[src/rtl/ad7771_pkg.sv]
//------------------------------------------------------------------------------
// Module : ad7771_pkg
// Brief  : Shared types and AD7771 frame layout constants for the DOUT reader.
// Rev    : 1.0 - initial release
//------------------------------------------------------------------------------
`default_nettype none

package ad7771_pkg;

    typedef enum logic [1:0] {
        IDLE  = 2'd0,
        SHIFT = 2'd1,
        DONE  = 2'd2
    } state_e;

    localparam int HDR_BITS    = 8;
    localparam int DATA_BITS   = 24;
    localparam int SLOT_BITS   = 32;
    localparam int NUM_CH      = 8;

    // Header layout: bit 7 = ADC error, bits [6:4] = channel ID
    localparam int HDR_ERR_BIT = 7;
    localparam int HDR_ID_LSB  = 4;
    localparam int HDR_ID_W    = 3;

endpackage : ad7771_pkg

`default_nettype wire

[src/rtl/ad7771_pin_sync.sv]
//------------------------------------------------------------------------------
// Module : ad7771_pin_sync
// Brief  : Multi-flop synchroniser for one asynchronous pin with edge detect.
// Rev    : 1.0 - initial release
//------------------------------------------------------------------------------
`default_nettype none

module ad7771_pin_sync #(
    parameter int   SYNC_STAGES = 2,
    parameter logic RESET_VAL   = 1'b0
) (
    input  logic clk_i,
    input  logic reset_ni,
    input  logic i_pin,
    output logic o_sync,
    output logic o_rise,
    output logic o_fall
);

    logic [SYNC_STAGES-1:0] r_sync;

    always_ff @(posedge clk_i or negedge reset_ni) begin
        if (!reset_ni) begin
            r_sync <= {SYNC_STAGES{RESET_VAL}};
        end else begin
            r_sync <= {r_sync[SYNC_STAGES-2:0], i_pin};
        end
    end

    // Stage SYNC_STAGES-2 is the newer sample, SYNC_STAGES-1 the older one
    assign o_sync = r_sync[SYNC_STAGES-1];
    assign o_rise =  r_sync[SYNC_STAGES-2] & ~r_sync[SYNC_STAGES-1];
    assign o_fall = ~r_sync[SYNC_STAGES-2] &  r_sync[SYNC_STAGES-1];

endmodule : ad7771_pin_sync

`default_nettype wire

[src/rtl/ad7771_dout_multi_reader.sv]
//------------------------------------------------------------------------------
// Module : ad7771_dout_multi_reader
// Brief  : N-lane AD7771 DOUT deframer publishing all 8 channels per frame.
// Rev    : 1.0 - initial release
//------------------------------------------------------------------------------
`default_nettype none

module ad7771_dout_multi_reader
    import ad7771_pkg::*;
#(
    parameter int NUM_LANES      = 2,
    parameter int CH_PER_LANE    = 4,
    parameter int SYNC_STAGES    = 2,
    parameter int TIMEOUT_CYCLES = 1024
) (
    input  logic                          clk_i,
    input  logic                          reset_ni,
    input  logic                          drdy_i,
    input  logic                          dclk_i,
    input  logic [NUM_LANES-1:0]          dout_i,
    output logic [NUM_CH*DATA_BITS-1:0]   data_o,
    output logic [NUM_CH*HDR_BITS-1:0]    header_o,
    output logic                          valid_o,
    output logic                          adc_err_o,
    output logic                          id_err_o,
    output logic                          frame_err_o
);

    localparam int c_FRAME_BITS = CH_PER_LANE * SLOT_BITS;
    localparam int c_CNT_W      = $clog2(c_FRAME_BITS + 1);
    localparam int c_TO_W       = $clog2(TIMEOUT_CYCLES + 1);
    localparam logic [c_CNT_W-1:0] c_LAST_BIT = c_CNT_W'(c_FRAME_BITS - 1);
    localparam logic [c_TO_W-1:0]  c_TO_LAST  = c_TO_W'(TIMEOUT_CYCLES - 1);

    logic                 w_drdy_sync, w_drdy_rise, w_drdy_fall;
    logic                 w_dclk_sync, w_dclk_rise, w_dclk_fall;
    logic [NUM_LANES-1:0] w_dout_sync, w_dout_rise, w_dout_fall;
    logic                 w_unused_pins;

    ad7771_pin_sync #(.SYNC_STAGES(SYNC_STAGES), .RESET_VAL(1'b1)) u_sync_drdy (
        .clk_i    (clk_i),
        .reset_ni (reset_ni),
        .i_pin    (drdy_i),
        .o_sync   (w_drdy_sync),
        .o_rise   (w_drdy_rise),
        .o_fall   (w_drdy_fall)
    );

    ad7771_pin_sync #(.SYNC_STAGES(SYNC_STAGES), .RESET_VAL(1'b1)) u_sync_dclk (
        .clk_i    (clk_i),
        .reset_ni (reset_ni),
        .i_pin    (dclk_i),
        .o_sync   (w_dclk_sync),
        .o_rise   (w_dclk_rise),
        .o_fall   (w_dclk_fall)
    );

    // Same depth as DCLK so each data bit lines up with its detected edge
    for (genvar l = 0; l < NUM_LANES; l++) begin : g_dout_sync
        ad7771_pin_sync #(.SYNC_STAGES(SYNC_STAGES), .RESET_VAL(1'b0)) u_sync_dout (
            .clk_i    (clk_i),
            .reset_ni (reset_ni),
            .i_pin    (dout_i[l]),
            .o_sync   (w_dout_sync[l]),
            .o_rise   (w_dout_rise[l]),
            .o_fall   (w_dout_fall[l])
        );
    end

    assign w_unused_pins = ^{w_drdy_sync, w_drdy_rise, w_dclk_sync, w_dclk_rise,
                             w_dout_rise, w_dout_fall};

    state_e                                   r_state, w_state_nxt;
    logic [c_CNT_W-1:0]                       r_bit_cnt;
    logic [c_TO_W-1:0]                        r_to_cnt;
    logic [NUM_LANES-1:0][c_FRAME_BITS-1:0]   r_shift;
    logic                                     w_cnt_clr, w_shift_en, w_to_inc, w_frame_err;

    always_ff @(posedge clk_i or negedge reset_ni) begin
        if (!reset_ni) begin
            r_state <= IDLE;
        end else begin
            r_state <= w_state_nxt;
        end
    end

    // A new /DRDY always wins over a pending final edge or timeout
    always_comb begin
        w_state_nxt = r_state;
        w_cnt_clr   = 1'b0;
        w_shift_en  = 1'b0;
        w_to_inc    = 1'b0;
        w_frame_err = 1'b0;
        case (r_state)
            IDLE: begin
                if (w_drdy_fall) begin
                    w_state_nxt = SHIFT;
                    w_cnt_clr   = 1'b1;
                end
            end
            SHIFT: begin
                if (w_drdy_fall) begin
                    w_frame_err = 1'b1;
                    w_cnt_clr   = 1'b1;
                end else if (w_dclk_fall) begin
                    w_shift_en = 1'b1;
                    if (r_bit_cnt == c_LAST_BIT) begin
                        w_state_nxt = DONE;
                    end
                end else if (r_to_cnt == c_TO_LAST) begin
                    w_frame_err = 1'b1;
                    w_state_nxt = IDLE;
                end else begin
                    w_to_inc = 1'b1;
                end
            end
            DONE:    w_state_nxt = IDLE;
            default: w_state_nxt = IDLE;
        endcase
    end

    always_ff @(posedge clk_i or negedge reset_ni) begin
        if (!reset_ni) begin
            r_bit_cnt <= '0;
            r_to_cnt  <= '0;
            r_shift   <= '0;
        end else if (w_cnt_clr) begin
            r_bit_cnt <= '0;
            r_to_cnt  <= '0;
            r_shift   <= '0;
        end else if (w_shift_en) begin
            r_bit_cnt <= r_bit_cnt + c_CNT_W'(1);
            r_to_cnt  <= '0;
            for (int l = 0; l < NUM_LANES; l++) begin
                r_shift[l] <= {r_shift[l][c_FRAME_BITS-2:0], w_dout_sync[l]};
            end
        end else if (w_to_inc) begin
            r_to_cnt <= r_to_cnt + c_TO_W'(1);
        end
    end

    logic [NUM_CH*DATA_BITS-1:0] w_data_all;
    logic [NUM_CH*HDR_BITS-1:0]  w_hdr_all;
    logic                        w_adc_err, w_id_err;

    // Slot 0 arrives first, so it ends up in the top bits of each lane's register
    always_comb begin
        w_data_all = '0;
        w_hdr_all  = '0;
        w_adc_err  = 1'b0;
        w_id_err   = 1'b0;
        for (int l = 0; l < NUM_LANES; l++) begin
            for (int s = 0; s < CH_PER_LANE; s++) begin
                w_hdr_all[(l*CH_PER_LANE+s)*HDR_BITS +: HDR_BITS] =
                    r_shift[l][c_FRAME_BITS-1-s*SLOT_BITS -: HDR_BITS];
                w_data_all[(l*CH_PER_LANE+s)*DATA_BITS +: DATA_BITS] =
                    r_shift[l][c_FRAME_BITS-1-HDR_BITS-s*SLOT_BITS -: DATA_BITS];
            end
        end
        for (int c = 0; c < NUM_CH; c++) begin
            w_adc_err = w_adc_err | w_hdr_all[c*HDR_BITS+HDR_ERR_BIT];
            w_id_err  = w_id_err |
                (w_hdr_all[c*HDR_BITS+HDR_ID_LSB +: HDR_ID_W] != HDR_ID_W'(c));
        end
    end

    logic [NUM_CH*DATA_BITS-1:0] r_data;
    logic [NUM_CH*HDR_BITS-1:0]  r_header;
    logic                        r_valid, r_adc_err, r_id_err, r_frame_err;

    always_ff @(posedge clk_i or negedge reset_ni) begin
        if (!reset_ni) begin
            r_data      <= '0;
            r_header    <= '0;
            r_valid     <= 1'b0;
            r_adc_err   <= 1'b0;
            r_id_err    <= 1'b0;
            r_frame_err <= 1'b0;
        end else begin
            r_valid     <= (r_state == DONE);
            r_frame_err <= w_frame_err;
            if (r_state == DONE) begin
                r_data    <= w_data_all;
                r_header  <= w_hdr_all;
                r_adc_err <= w_adc_err;
                r_id_err  <= w_id_err;
            end
        end
    end

    assign data_o      = r_data;
    assign header_o    = r_header;
    assign valid_o     = r_valid;
    assign adc_err_o   = r_adc_err;
    assign id_err_o    = r_id_err;
    assign frame_err_o = r_frame_err;

endmodule : ad7771_dout_multi_reader

`default_nettype wire

[config.mk]
export PLATFORM = sky130hd
export DESIGN_NAME = ad7771_dout_multi_reader
export DESIGN_NICKNAME = d
export VERILOG_FILES = /design/src/rtl/ad7771_pkg.sv /design/src/rtl/ad7771_pin_sync.sv /design/src/rtl/ad7771_dout_multi_reader.sv
export SDC_FILE = /design/constraint.sdc
export NUM_CORES = 1
export LEC_CHECK = 0
export ABC_CLOCK_PERIOD_IN_PS = 2500
export CORE_MARGIN = 4
export CORE_UTILIZATION = 40
export DETAILED_ROUTE_END_ITERATION = 12
export GPL_TIMING_DRIVEN = 0
export PLACE_DENSITY_LB_ADDON = 0.2
export SLEW_MARGIN = 10
export SYNTH_ARGS = -nofsm -noshare
export SYNTH_HDL_FRONTEND = slang
export SYNTH_SLANG_ARGS = --single-unit
[constraint.sdc]
create_clock -name clk_i -period 2.5 [get_ports clk_i]
set_clock_uncertainty 0.2 [all_clocks]
set_input_delay 0.75 -clock clk_i [delete_from_list [all_inputs] [get_ports clk_i]]
set_output_delay 0.75 -clock clk_i [all_outputs]
set_load 0.02 [all_outputs]
======== Yosys cells after proc, flatten, opt, wreduce, memory -nomap -nowiden ========
Cells that the tools add are included.
word-level totals
  ROM bits ................................ 0
  register bits after elaboration ......... 545
  bits in writable memories ............... 0
  bits in latches ......................... 0
  memories ................................ 0
operators by class
  $lt $le $gt $ge ......................... 0
  divide/modulo/power cells ............... 0
  shift operators ......................... 0
  multiply operators ...................... 0
  bitwise operators ....................... 18
  reduce and logical (&&, ||, !) cells .... 6
  eq/ne operators ......................... 15
  muxes and demuxes ....................... 26
  $add $sub $neg .......................... 2
operators with widths
  kind                                                                     count
  256-bit two-way mux                                                      2
  11-bit two-way mux                                                       3
  8-bit two-way mux                                                        2
  3-bit inequality test, second input constant                             5
  1-bit bitwise OR                                                         14
  1-bit two-way mux                                                        13
  11-bit by 1-bit adder with 11-bit output, second input constant          1
  11-bit by 10-bit equality test with 1-bit output, second input constant  1
  2-bit two-way mux                                                        5
  3-bit by 2-bit inequality test with 1-bit output, second input constant  3
  8-bit by 1-bit adder with 8-bit output, second input constant            1
  8-bit by 7-bit equality test with 1-bit output, second input constant    1
  3-bit nonzero test                                                       2
  2-bit case mux with 2 select lines                                       1
  4-bit AND reduction                                                      1
  3-bit by 1-bit inequality test with 1-bit output, second input constant  1
  1-bit AND                                                                2
  2-bit by 1-bit equality test with 1-bit output, second input constant    1
  2-bit equality test, second input constant                               1
  2-bit logical NOT                                                        1
  2-bit by 1-bit inequality test with 1-bit output, second input constant  1
  2-bit inequality test, second input constant                             1
  1-bit NOT                                                                2
  2-bit nonzero test                                                       1
  2-bit OR reduction                                                       1

======== Longest topological paths before layout ========
Gate-level depths: netlist (run 1).
  depth in word-level cells ............... 8
  gate-level depth with buffers ........... 7

======== Cells and area by module ========
Synthesis (run 1) repeated with hierarchy kept, for this count alone.
unflattened totals
  cells, all modules ...................... 1878
  area, all modules ....................... 20184.4 µm²
modules (own cells, without submodules)
  module                                            cells an instance  area each (µm²)  times used
  ad7771_dout_multi_reader                          1862               19919.1          1
  ad7771_pin_sync (u_sync_dclk ...)                 4                  67.6             2
  ad7771_pin_sync (g_dout_sync[0].u_sync_dout ...)  4                  65.1             2

======== Worst setup path after synthesis (run 1) ========
OpenSTA, ideal clock, no wires.
  path type ............................... register to register
  start point ............................. register r_to_cnt[0]
  end point ............................... register r_to_cnt[8]
  cell stages (with the launch flop) ...... 6
  required time ........................... 2176 ps
  arrival time ............................ 1508 ps
  library setup time ...................... 124 ps
  slack ................................... 668 ps
  path through ............................ dfrtp_1 ha_1 nand3_4 or3_4 and3_1 a211o_1
between the ends
  word-level cells in the longest chain between the ends .. 6
  elaborated cells between the ends (all ways) .. 10
  those cells by class .................... add/sub (1); eq/ne (1); mux (7); reduce/logical (1)
ends and longest elaborated chain
  what                                                                                              RTL line                         source
  from (decl)                                                                                       ad7771_dout_multi_reader.sv:75   logic [c_TO_W-1:0] r_to_cnt;
  from (signal assigned)                                                                            ad7771_dout_multi_reader.sv:138  r_to_cnt <= r_to_cnt + c_TO_W'(1);
  parallel branches: the longest is 6 deep, another holds 11-bit by 1-bit adder with 11-bit output  n/a
Several ways; the timed one is not identified. The select of a mux whose other input is x is not followed.
A chain may end at the register's enable or synchronous reset.

======== Worst setup path after layout (run 1) ========
  start point ............................. register u_sync_drdy.r_sync[1]
  end point ............................... register r_shift[17] (netlist bit)
between the ends
  word-level cells in the longest chain between the ends .. 4
  elaborated cells between the ends (all ways) .. 7
  those cells by class .................... mux (5); bitwise (1); reduce/logical (1)
ends and longest elaborated chain
  what                                                              RTL line                                                         source
  from (decl)                                                       ad7771_pin_sync.sv:20                                            logic [SYNC_STAGES-1:0] r_sync;
  from (signal assigned)                                            ad7771_pin_sync.sv:24                                            r_sync <= {SYNC_STAGES{RESET_VAL}};
  from (signal assigned)                                            ad7771_pin_sync.sv:26                                            r_sync <= {r_sync[SYNC_STAGES-2:0], i_pin};
  1-bit AND *                                                       ad7771_pin_sync.sv:33                                            assign o_fall = ~r_sync[SYNC_STAGES-2] & r_sync[SYNC_STAGES-1];
  1-bit two-way mux, on equally long branches                       ad7771_dout_multi_reader.sv:96, ad7771_dout_multi_reader.sv:102
  1-bit two-way mux, on equally long branches                       n/a
  256-bit two-way mux / 2-bit nonzero test (equally long branches)  n/a
  to (signal, indexed assignment)                                   ad7771_dout_multi_reader.sv:135                                  r_shift[l] <= {r_shift[l][c_FRAME_BITS-2:0], w_dout_sync[l]};
  to (decl)                                                         ad7771_dout_multi_reader.sv:76                                   logic [NUM_LANES-1:0][c_FRAME_BITS-1:0] r_shift;
Every way passes the cells marked *; elsewhere a longest branch is shown, timed or not.

==> results of run 1 <==
-- report_power, final --
group / internal (mW) / total (mW) / switching, mW / leakage [nW]
clock network: 5.59 / 9.06 / 3.47 / 0.989
registers: 8.90 / 8.97 / 0.0704 / 7.58
logic: 0.231 / 1.04 / 0.806 / 5.66
total: 14.7 / 19.1 / 4.35 / 14.2
-- registers in the layout, indices dropped and copies added (netlist names), 2 cells and up --
register and count:
data_o 192, g_dout_sync.u_sync_dout.r_sync 4, header_o 64, r_bit_cnt 8, r_shift 256, r_state 2, r_to_cnt 11, u_sync_dclk.r_sync 2
u_sync_drdy.r_sync 2
-- metrics by stage --
step / setup WS [ns] / cell area (µm²) / TNS (ns) / hold slack [ns] / std cells
3_5_place_dp: -0.4721 / 24760 / -39.16 / 0.1387 / 3283
4_1_cts: 0.001904 / 26540 / 0 / 0.02257 / 3389
3_3_place_gp: -23.32 / 24580 / - / 0.1321 / 3277
5_1_grt: 0.003716 / 26560 / 0 / 0.03466 / 3389
6_report: 0.1444 / 26560 / 0 / 0.06258 / 3389
2_1_floorplan: 0.6683 / 21080 / 0 / 0.1312 / 2332
-- logic make-up (layout without fill, tap and decap cells) --
kind of cell / after synthesis / after routing / share of synthesized area, %
compound gates: 278 / 278 / 6.861
flops: 545 / 545 / 64.72
fa+ha+maj: 2 / 2 / 0.1187
xor+xnor: 6 / 6 / 0.2493
buf+inv: 147 / 524 / 3.003
mux: 3 / 3 / 0.1425
simple gates: 1351 / 1351 / 24.91
-- worst register-to-register path, delay by kind of cell (launching register included) --
| kind | cells | cell delay [ns] |
|---|---|---|
| compound gates | 1 | 0.12 |
| flops | 1 | 0.52 |
| buf+inv | 3 | 1.22 |
| simple gates | 1 | 0.16 |
-- per-layer routing --
metal | vias up | track usage (%)
met2 | 372 | 31.59
met5 | - | 0
met1 | 8169 | 27.23
met3 | 78 | 4.757
li1 | 8013 | -
met4 | 2 | 4.600
-- cells in the mapped netlist (all sizes together), types with 2 or more instances --
master  number
a21oi      255
a221o        2
a22o         3
a31oi        2
and2         4
and3         3
buf         81
clkbuf      62
dfrtp      541
dfstp        4
ha           2
inv          4
mux2i        3
nand2     1290
nand2b       4
nand3        7
nand4        8
nand4b       2
nor2         9
nor3         5
nor4         5
nor4b        2
o211ai       2
o21ai        8
o221ai       3
or2          2
or3          2
or4          2
xor2         5
-- layout by cell type, fill, tap and decap left out, types with 11 or more instances in the layout --
cell / instances
nand2_1: 1290
dfrtp_1: 541
dlygate4sd2_1: 259
a21oi_1: 255
clkbuf_1: 65
buf_2: 58
clkbuf_16: 57
buf_1: 18
bufinv_16: 11
clkinv_2: 11
-- cell type report --
class                      instances  area share (%)
inverter                           4         0.05653
buffer                           143           2.388
sequential                       545           51.37
clock inverter                    26           1.578
timing repair buffer             276           9.785
tap                              680           3.203
multi-input combinational       1640           25.62
clock buffer                      75           6.002
-- worst max path at each step --
stage                                from           end  slack [ns]  cells after the start
global placement                 reset_ni   data_o[158]      -23.32                      1
global route                   r_state[1]  header_o[61]       0.004                      6
floorplan                     r_to_cnt[0]   r_to_cnt[8]        0.67                      5
CTS                               valid_o       valid_o       0.002                      1
detailed placement               reset_ni   data_o[159]       -0.47                      5
finish              u_sync_drdy.r_sync[1]   r_shift[17]        0.14                      5
-- repair_timing --
action                                  in CTS  in global routing
hold endpoints to repair                    35                  0
endpoints found under the setup margin     259                 32
hold buffers                                 5                  0
resized for setup                          259                 12
==> metrics.md, run 1 <==
| Metric | Value |
|---|---|
| EDFF count, synth | 0 |
| Syn. warnings | 0 |
| Pin count of the biggest net entering global routing | 99 |
| H-tree depth | 2 |
| Worst reg2reg path depth | 5 |
| Total power draw | 19.07 mW |
| First-pass GRT wire length | 89.89 mm |
| Post-synthesis register bit count | 545 |
| Initial core utilization | 40.76% |
| Total Die Area | 56440 µm² |
| Maximum VDD drop | 570.8 µV |
| GR Util All Layers | 19.63% |
| HP Class | in2async |
| Num CTS Buffers | 56 |
| Synth top area share | 64.22% |
| Pins Over Slew Limit | 0 |
| Antenna diodes | 0 |
| DR WL met2 | 26.27 mm |
| Post-Syn Nets | 2340 |
| Clock root cell | clkbuf_16 |
| CTS tree | done |
| Number of detailed-route iterations in the first pass | 6 |
| I/O pin count | 266 |
| CP Cell Sequence | nor3b_1, buf_2, buf_2, buf_1, a21oi_1 |
| Tcrit/Tclk final | 94.23% |
| Fin nets | 2674 |
| Tmin final | 2.356 ns |
| Syn Inst Count | 2332 |
| Power per standard cell area | 718.0 nW/µm² |
| Critical Path RT | 2.75 ns |
| Vias/cell | 4.908 |
| Final Hold Violating Endpoints | 0 |
| Chip width | 237.6 µm |
| R2r endpoint | r_shift[17] |
| Worst Setup Start Kind | flop |
| Uppermost layer routed | met5 |
| Arr. time, crit path | 2.60 ns |
| Number of global-route vias before repair | 16.37k |
| Footprint of the multi-input gates | 6804 µm² |
| Wl on met1 | 25.39 mm |
| CTS sink count | 545 |
| Top cells by area, synth | dfrtp_1 (64%), nand2_1 (23%), a21oi_1 (6.1%) |
| Max Fanout on Critical Path | 10 |
| Fillers | 4920 |
| Reg clk slew, reported paths | 0.06 ns |
| Worst Tran Pin Value | 0.6774 ns |
| Count of cell types in the netlist | 46 |
| Via count | 16.63k |
| Total congestion overflow | 0 |
| Post-CTS Setup Inserts | 0 |
| Port buffer count | 265 |
| Finished Core Util | 51.35% |
| CP delay by family, top | buffers and inverters |
| Share of layout cells above drive strength 1 | 6.792% |
| Layout area overhead | 25.99% |
| Post-DP HPWL | 39.36 mm |
| Mapped Avg Cell Area | 9.040 µm² |
| # DRC | 0 |
| Achievable clock frequency | 0.4245 GHz |
| Max-slew headroom | 54.84% |
| Main flop type after synthesis | dfrtp_1 |
| Worst skew pair latency | 0.60 ns |
| Cell repeated most along the worst path | buf_2 |
| Critical R2R Launch | u_sync_drdy.r_sync[1] |
| CP Class | reg2reg |
| Crit-path max cell delay | 0.52 ns |
| Crit. End Element | flop |
| Buffer and inverter count on the worst path | 3 |
| Mean routed wirelength per cell | 16.53 µm |
| Crit-path slowest cell | dfstp_2 |
| Flop2flop setup slack | 0.14 ns |
| Leak | 14.23 nW |
| Async SR Flop Fraction | 100.0% |
| Status | complete, no violations |
| Register area share after synthesis | 64.72% |
| Yosys top cell by area | dfrtp_1 |
| Site Rows | 83 |
| Die height | 237.6 µm |
| RSZ-0062 raised after global routing | false |
| DR WL met3 | 3.301 mm |
| Longest Clk Path Bufs | 3 |
| Initial antenna violation count | 2 |
| Iteration-0 DRC Markers | 1149 |
| # setup viols final | 0 |
| Antenna viol nets, final | 0 |
| Core area | 51720 µm² |
| Mapped Area | 21080 µm² |
| Max-cap violations | 0 |
| Gp weighted congestion | 0.7953 |
| Register area | 13640 µm² |
| WL final | 56.02 mm |
Power figures use the tool's default switching activity.
==> run 2, diff against run 1 <==
Settings changed: CAP_MARGIN set to 20.
==> results of run 2 <==
No change in the layout: final DEF, timing and power equal those of run 1.
